===== src/rtl/lcd_cmd_sequencer.sv =====
`default_nettype none
// ============================================================================
// Module   : lcd_cmd_sequencer
// Function : Character-LCD write sequencer. Power-up wait, fixed init list,
//            then custom-instruction byte writes with enable/settle timing.
// Revision : 1.0
// ============================================================================
module lcd_cmd_sequencer #(
    parameter int unsigned POWERUP_CYC  = 2_000_000,
    parameter int unsigned EN_HIGH_CYC  = 25,
    parameter int unsigned CMD_WAIT_CYC = 2_000,
    parameter int unsigned CLR_WAIT_CYC = 82_000
) (
    input  logic        clk,
    input  logic        reset_n,
    input  logic        clk_en,
    input  logic        start,
    input  logic [31:0] dataa,
    input  logic [31:0] datab,
    output logic        done,
    output logic [31:0] result,
    output logic [7:0]  lcd_data,
    output logic        lcd_rs,
    output logic        lcd_rw,
    output logic        lcd_en,
    output logic        init_done
);

    localparam int unsigned c_max_a   = (POWERUP_CYC > EN_HIGH_CYC) ? POWERUP_CYC : EN_HIGH_CYC;
    localparam int unsigned c_max_b   = (CMD_WAIT_CYC > CLR_WAIT_CYC) ? CMD_WAIT_CYC : CLR_WAIT_CYC;
    localparam int unsigned c_max_cyc = (c_max_a > c_max_b) ? c_max_a : c_max_b;
    localparam int          CNT_W     = $clog2(c_max_cyc + 1);

    localparam logic [CNT_W-1:0] c_pwr_last = CNT_W'(POWERUP_CYC - 1);
    localparam logic [CNT_W-1:0] c_en_last  = CNT_W'(EN_HIGH_CYC - 1);
    localparam logic [CNT_W-1:0] c_cmd_last = CNT_W'(CMD_WAIT_CYC - 1);
    localparam logic [CNT_W-1:0] c_clr_last = CNT_W'(CLR_WAIT_CYC - 1);
    localparam logic [2:0]       c_init_last = 3'd7;

    typedef enum logic [2:0] {
        S_PWR_WAIT = 3'd0,
        S_SETUP    = 3'd1,
        S_PULSE    = 3'd2,
        S_SETTLE   = 3'd3,
        S_IDLE     = 3'd4,
        S_DONE     = 3'd5
    } state_t;

    state_t           r_state;
    logic [CNT_W-1:0] r_cnt;
    logic [2:0]       r_idx;
    logic             r_from_init;
    logic             r_pend_valid;
    logic [8:0]       r_pend_data;

    logic             w_is_clr;
    logic [CNT_W-1:0] w_settle_last;
    logic             w_unused;

    function automatic logic [7:0] init_cmd(input logic [2:0] idx);
        logic [7:0] cmd;
        case (idx)
            3'd0:    cmd = 8'h38;
            3'd1:    cmd = 8'h39;
            3'd2:    cmd = 8'h14;
            3'd3:    cmd = 8'h78;
            3'd4:    cmd = 8'h5E;
            3'd5:    cmd = 8'h6D;
            3'd6:    cmd = 8'h0C;
            default: cmd = 8'h01;
        endcase
        return cmd;
    endfunction

    // The bus holds the command being executed, so the settle length derives from it.
    assign w_is_clr      = ~lcd_rs & ((lcd_data == 8'h01) | (lcd_data == 8'h02));
    assign w_settle_last = w_is_clr ? c_clr_last : c_cmd_last;
    assign lcd_rw        = 1'b0;
    assign w_unused      = ^{dataa[31:9], datab};

    always_ff @(posedge clk or negedge reset_n) begin
        if (!reset_n) begin
            r_state      <= S_PWR_WAIT;
            r_cnt        <= '0;
            r_idx        <= '0;
            r_from_init  <= 1'b1;
            r_pend_valid <= 1'b0;
            r_pend_data  <= '0;
            lcd_data     <= '0;
            lcd_rs       <= 1'b0;
            lcd_en       <= 1'b0;
            done         <= 1'b0;
            result       <= '0;
            init_done    <= 1'b0;
        end else if (clk_en) begin
            done <= 1'b0;

            // Single-entry slot for requests arriving before the panel is ready.
            if (start && !init_done && !r_pend_valid) begin
                r_pend_valid <= 1'b1;
                r_pend_data  <= dataa[8:0];
            end

            case (r_state)
                S_PWR_WAIT: begin
                    if (r_cnt == c_pwr_last) begin
                        r_cnt       <= '0;
                        r_idx       <= '0;
                        r_from_init <= 1'b1;
                        lcd_rs      <= 1'b0;
                        lcd_data    <= init_cmd(3'd0);
                        r_state     <= S_SETUP;
                    end else begin
                        r_cnt <= r_cnt + CNT_W'(1);
                    end
                end

                S_SETUP: begin
                    lcd_en  <= 1'b1;
                    r_state <= S_PULSE;
                end

                S_PULSE: begin
                    if (r_cnt == c_en_last) begin
                        r_cnt   <= '0;
                        lcd_en  <= 1'b0;
                        r_state <= S_SETTLE;
                    end else begin
                        r_cnt <= r_cnt + CNT_W'(1);
                    end
                end

                S_SETTLE: begin
                    if (r_cnt == w_settle_last) begin
                        r_cnt <= '0;
                        if (!r_from_init) begin
                            done    <= 1'b1;
                            result  <= {23'd0, lcd_rs, lcd_data};
                            r_state <= S_DONE;
                        end else if (r_idx != c_init_last) begin
                            r_idx    <= r_idx + 3'd1;
                            lcd_rs   <= 1'b0;
                            lcd_data <= init_cmd(r_idx + 3'd1);
                            r_state  <= S_SETUP;
                        end else begin
                            init_done   <= 1'b1;
                            r_from_init <= 1'b0;
                            if (r_pend_valid) begin
                                r_pend_valid <= 1'b0;
                                lcd_rs       <= r_pend_data[8];
                                lcd_data     <= r_pend_data[7:0];
                                r_state      <= S_SETUP;
                            end else begin
                                r_state <= S_IDLE;
                            end
                        end
                    end else begin
                        r_cnt <= r_cnt + CNT_W'(1);
                    end
                end

                S_IDLE: begin
                    // A request latched on the final init edge is served from here.
                    if (r_pend_valid) begin
                        r_pend_valid <= 1'b0;
                        lcd_rs       <= r_pend_data[8];
                        lcd_data     <= r_pend_data[7:0];
                        r_state      <= S_SETUP;
                    end else if (start) begin
                        lcd_rs   <= dataa[8];
                        lcd_data <= dataa[7:0];
                        r_state  <= S_SETUP;
                    end
                end

                S_DONE: begin
                    r_state <= S_IDLE;
                end

                default: begin
                    r_state <= S_PWR_WAIT;
                end
            endcase
        end
    end

endmodule
`default_nettype wire


===== config.mk =====
export PLATFORM = sky130hd
export DESIGN_NAME = lcd_cmd_sequencer
export DESIGN_NICKNAME = d
export VERILOG_FILES = /design/src/rtl/lcd_cmd_sequencer.sv
export SDC_FILE = /design/constraint.sdc
export NUM_CORES = 1
export LEC_CHECK = 0
export BUFFER_PORTS_ARGS = -buffer_cell sky130_fd_sc_hd__buf_2
export CAP_MARGIN = 20
export CORE_ASPECT_RATIO = 2
export CORE_MARGIN = 1
export CORE_UTILIZATION = 52
export DETAILED_ROUTE_END_ITERATION = 12
export GPL_TIMING_DRIVEN = 0
export PLACE_DENSITY = 0.81
export RECOVER_POWER = 25
export SLEW_MARGIN = 20
export SYNTH_ARGS = -nofsm -noshare
export SYNTH_HDL_FRONTEND = slang
export SYNTH_SLANG_ARGS = --single-unit

===== constraint.sdc =====
create_clock -name clk -period 3.4 [get_ports clk]
set_input_delay 0.68 -clock clk [delete_from_list [all_inputs] [get_ports clk]]
set_output_delay 0.68 -clock clk [all_outputs]
set_load 0.02 [all_outputs]

==> results.md <==
* Outcome: completed
* Worst skew pair latency at 0.33 ns
* Number of fill cells at 566
* Post-CTS Hold Buffers at 0
* Setup CP Type: reg2reg
* Post-Syn Area at 3570 um^2
* CTS tree: built
* Die ar. at 7220 um^2
* Overflow after GRT at 0
* Cts bufs inserted at 9
* Area growth from synthesis to layout at 17.1%
* Total negative slack at 0 ns
* Reg area at 1480 um^2
* WP buf/inv at 2
* Antenna cells at 0
* Worst VDD drop at 0.293 mV
* Synth Area per Inst at 9.70 um^2
* Vias at 3008
* H-Tree Depth at 3
* Total global-route track usage at 25.7%
* DP Wirelength at 6350 um
* Slowest cell on the critical path: nor3_1
* Rows at 42
* Number of distinct library cells after synthesis at 55
* RSZ-0062 raised after global routing: no
* Switching Share at 26.3%
* Post-cts resize count at 0
* Family with the most delay on the worst path: simple AND/OR/NAND/NOR gates
* Critical path cell sequence: clkbuf_1 > inv_1 > nor3_1 > nand3_1 > nor3_4 > mux2_2
* Initial DRT Pass Iterations at 4
* Worst-path clk slew at 0.04 ns
* Yosys warns at 0
* I/O Buffers at 33
* Clock sinks at 59
* Maxcap violations at 0
* NetSw at 0.479 mW
* Post-placement setup slack at 0.511 ns
* Crit Path Max Fanout at 10
* Period utilisation layout at 83.9%
* Die W at 60.6 um
* Final worst setup slack at 0.547 ns
* Multi-input gate area at 1850 um^2
* Static Leak at 2.07 nW
* Clock Skews at 0.00447 ns
* #FFs+latches synth at 59
* Postcts setup bufs at 0
* Post-synth EDFFs at 0
* CP arrival at 3.06 ns
* Async SR Flop Fraction at 100%
* Rel. slew slack at 3.21%
* Chip height at 119 um
* Largest net degree at the start of global routing at 60
* Slew Limit Fails at 0
* Root Driver: clkbuf_16
* Core footprint at 6620 um^2
* # IOs at 113
* Initial antenna violation count at 0
* Synth Instances at 368
* Detailed-route wire length at 8400 um
* Net count, final at 512
* Flop2flop setup slack at 0.55 ns
* Crit path required time at 3.61 ns
* Layout cells sized above 1 at 24.9%
* CP Capture Type: register
* Final setup fails at 0
* DR iter-0 viols at 198
* Vias/cell at 5.73
* Post-route minimum period at 2.85 ns
* Clock buffer depth at 2
* Wire length per cell at 16.0 um
* Crit-path max cell delay at 0.64 ns
* GP Congestion at 0.852
* First-pass GRT wire length at 13500 um
* Hold WC Path Type: reg2reg
* CP Launch Type: register
* Vias in the first global route at 3046
* Int Pwr at 1.35 mW
* Final Core Density at 63.2%
* DRC violations left at 0
* Dominant synthesized flop cell: dfrtp_1
* Sequential power share at 44.1%
* Antenna-violating nets left at 0
* Initial Util at 53.9%
* Worst-margin pin slew at 1.45 ns
* Final Hold Fails at 0
* Seq/Total Area, Yosys at 41.4%
* Combinational fraction of design power at 13.4%
* Cell Pwr Density at 436 nW/um^2
* Max Fclk at 351 MHz
* Clock Power Share at 42.5%
==> cell families after synthesis <==
kind of cell | synth area share [%]
flops | 41.4
buf+inv | 9.22
fa+ha+maj | 3.15
mux | 11.9
compound gates | 14.5
simple gates | 18.3
xor+xnor | 1.47
other cells | 0.105
==> cell type report <==
| class | instances | share of cell area (%) |
|---|---|---|
| timing repair buffer | 33 | 3.95 |
| sequential | 59 | 35.3 |
| clock buffer | 13 | 5.98 |
| tap | 88 | 2.63 |
| inverter | 17 | 1.53 |
| multi-input combinational | 275 | 44.2 |
| buffer | 40 | 6.34 |
==> synth_stat cells (all sizes together), types with 7 or more instances <==
library cell  count  share of area (%)
a21oi            15                2.1
a31oi             7                1.2
and3              7                1.2
buf              29                6.3
clkbuf           11                1.2
dfrtp            58                 41
ha                9                3.2
inv              17                1.8
mux2             28                9.7
mux2i             8                2.2
nand2            29                3.0
nand3            12                1.8
nor2             20                2.1
nor3             16                3.0
o21ai            23                3.3
o22ai             7                1.2
==> worst reg2reg max path, stage by stage (launching register included) <==
cell	delay (ns)
dfrtp_1	0.31
clkbuf_1	0.28
inv_1	0.10
nor3_1	0.64
nand3_1	0.46
nor3_4	0.54
mux2_2	0.40
==> layer usage <==
layer	part of all wire, %	vias up	global-route usage, %
li1	-	1424	-
met1	33	1444	21.7
met2	57	100	47.3
met3	4.1	40	7.17
met4	6.0	0	17.5
met5	0	-	0
==> registers in the layout, indices dropped and copies added (netlist names) <==
signal / count
done: 1
init_done: 1
lcd_data: 8
lcd_en: 1
lcd_rs: 1
r_cnt: 21
r_from_init: 1
r_idx: 3
r_pend_data: 9
r_pend_valid: 1
r_state: 3
result: 9
==> cells in the final DEF (no fill, tap or decap), drive strengths merged, types with 4 or more instances in the layout <==
cell and count:
a21oi 15, a31oi 7, and3 7, buf 61, clkbuf 25, conb 24
dfrtp 58, ha 9, inv 17, mux2 28, mux2i 8, nand2 29
nand3 12, nand4 6, nor2 20, nor2b 5, nor3 16, nor4 5
o211ai 6, o21ai 23, o22ai 7, o31ai 5, or3 4
==> per-stage QoR <==
step                cell area, um^2  power (mW)  hold slack, ns  cells
CTS                            4180        1.84           0.444    525
global route                   4180        1.91           0.505    525
floorplan                      3660       0.985           0.384    391
detailed placement             3930        1.06           0.468    512
finish                         4180        1.82           0.478    525
global placement               3930        1.04           0.464    512
==> worst paths after layout <==
| kind | startpoint | to | depth (start not counted) |
|---|---|---|---|
| max | r_state[1] | result[0] | 6 |
| min | done | done | 1 |
| max reg2reg | r_state[1] | result[0] | 6 |
| min reg2reg | done | done | 1 |
| max in group asynchronous | reset_n | r_cnt[18] | 1 |
| min in group asynchronous | reset_n | lcd_data[5] | 1 |
==> power by group through the flow <==
stage	Combinational, mW	Clock [mW]	Sequential, mW
2_1_floorplan	0.190	0	0.795
3_3_place_gp	0.235	0	0.807
3_5_place_dp	0.245	0	0.811
4_1_cts	0.246	0.789	0.802
5_1_grt	0.276	0.823	0.809
6_report	0.245	0.776	0.804
Note: power is estimated with default switching activity, not from simulation.
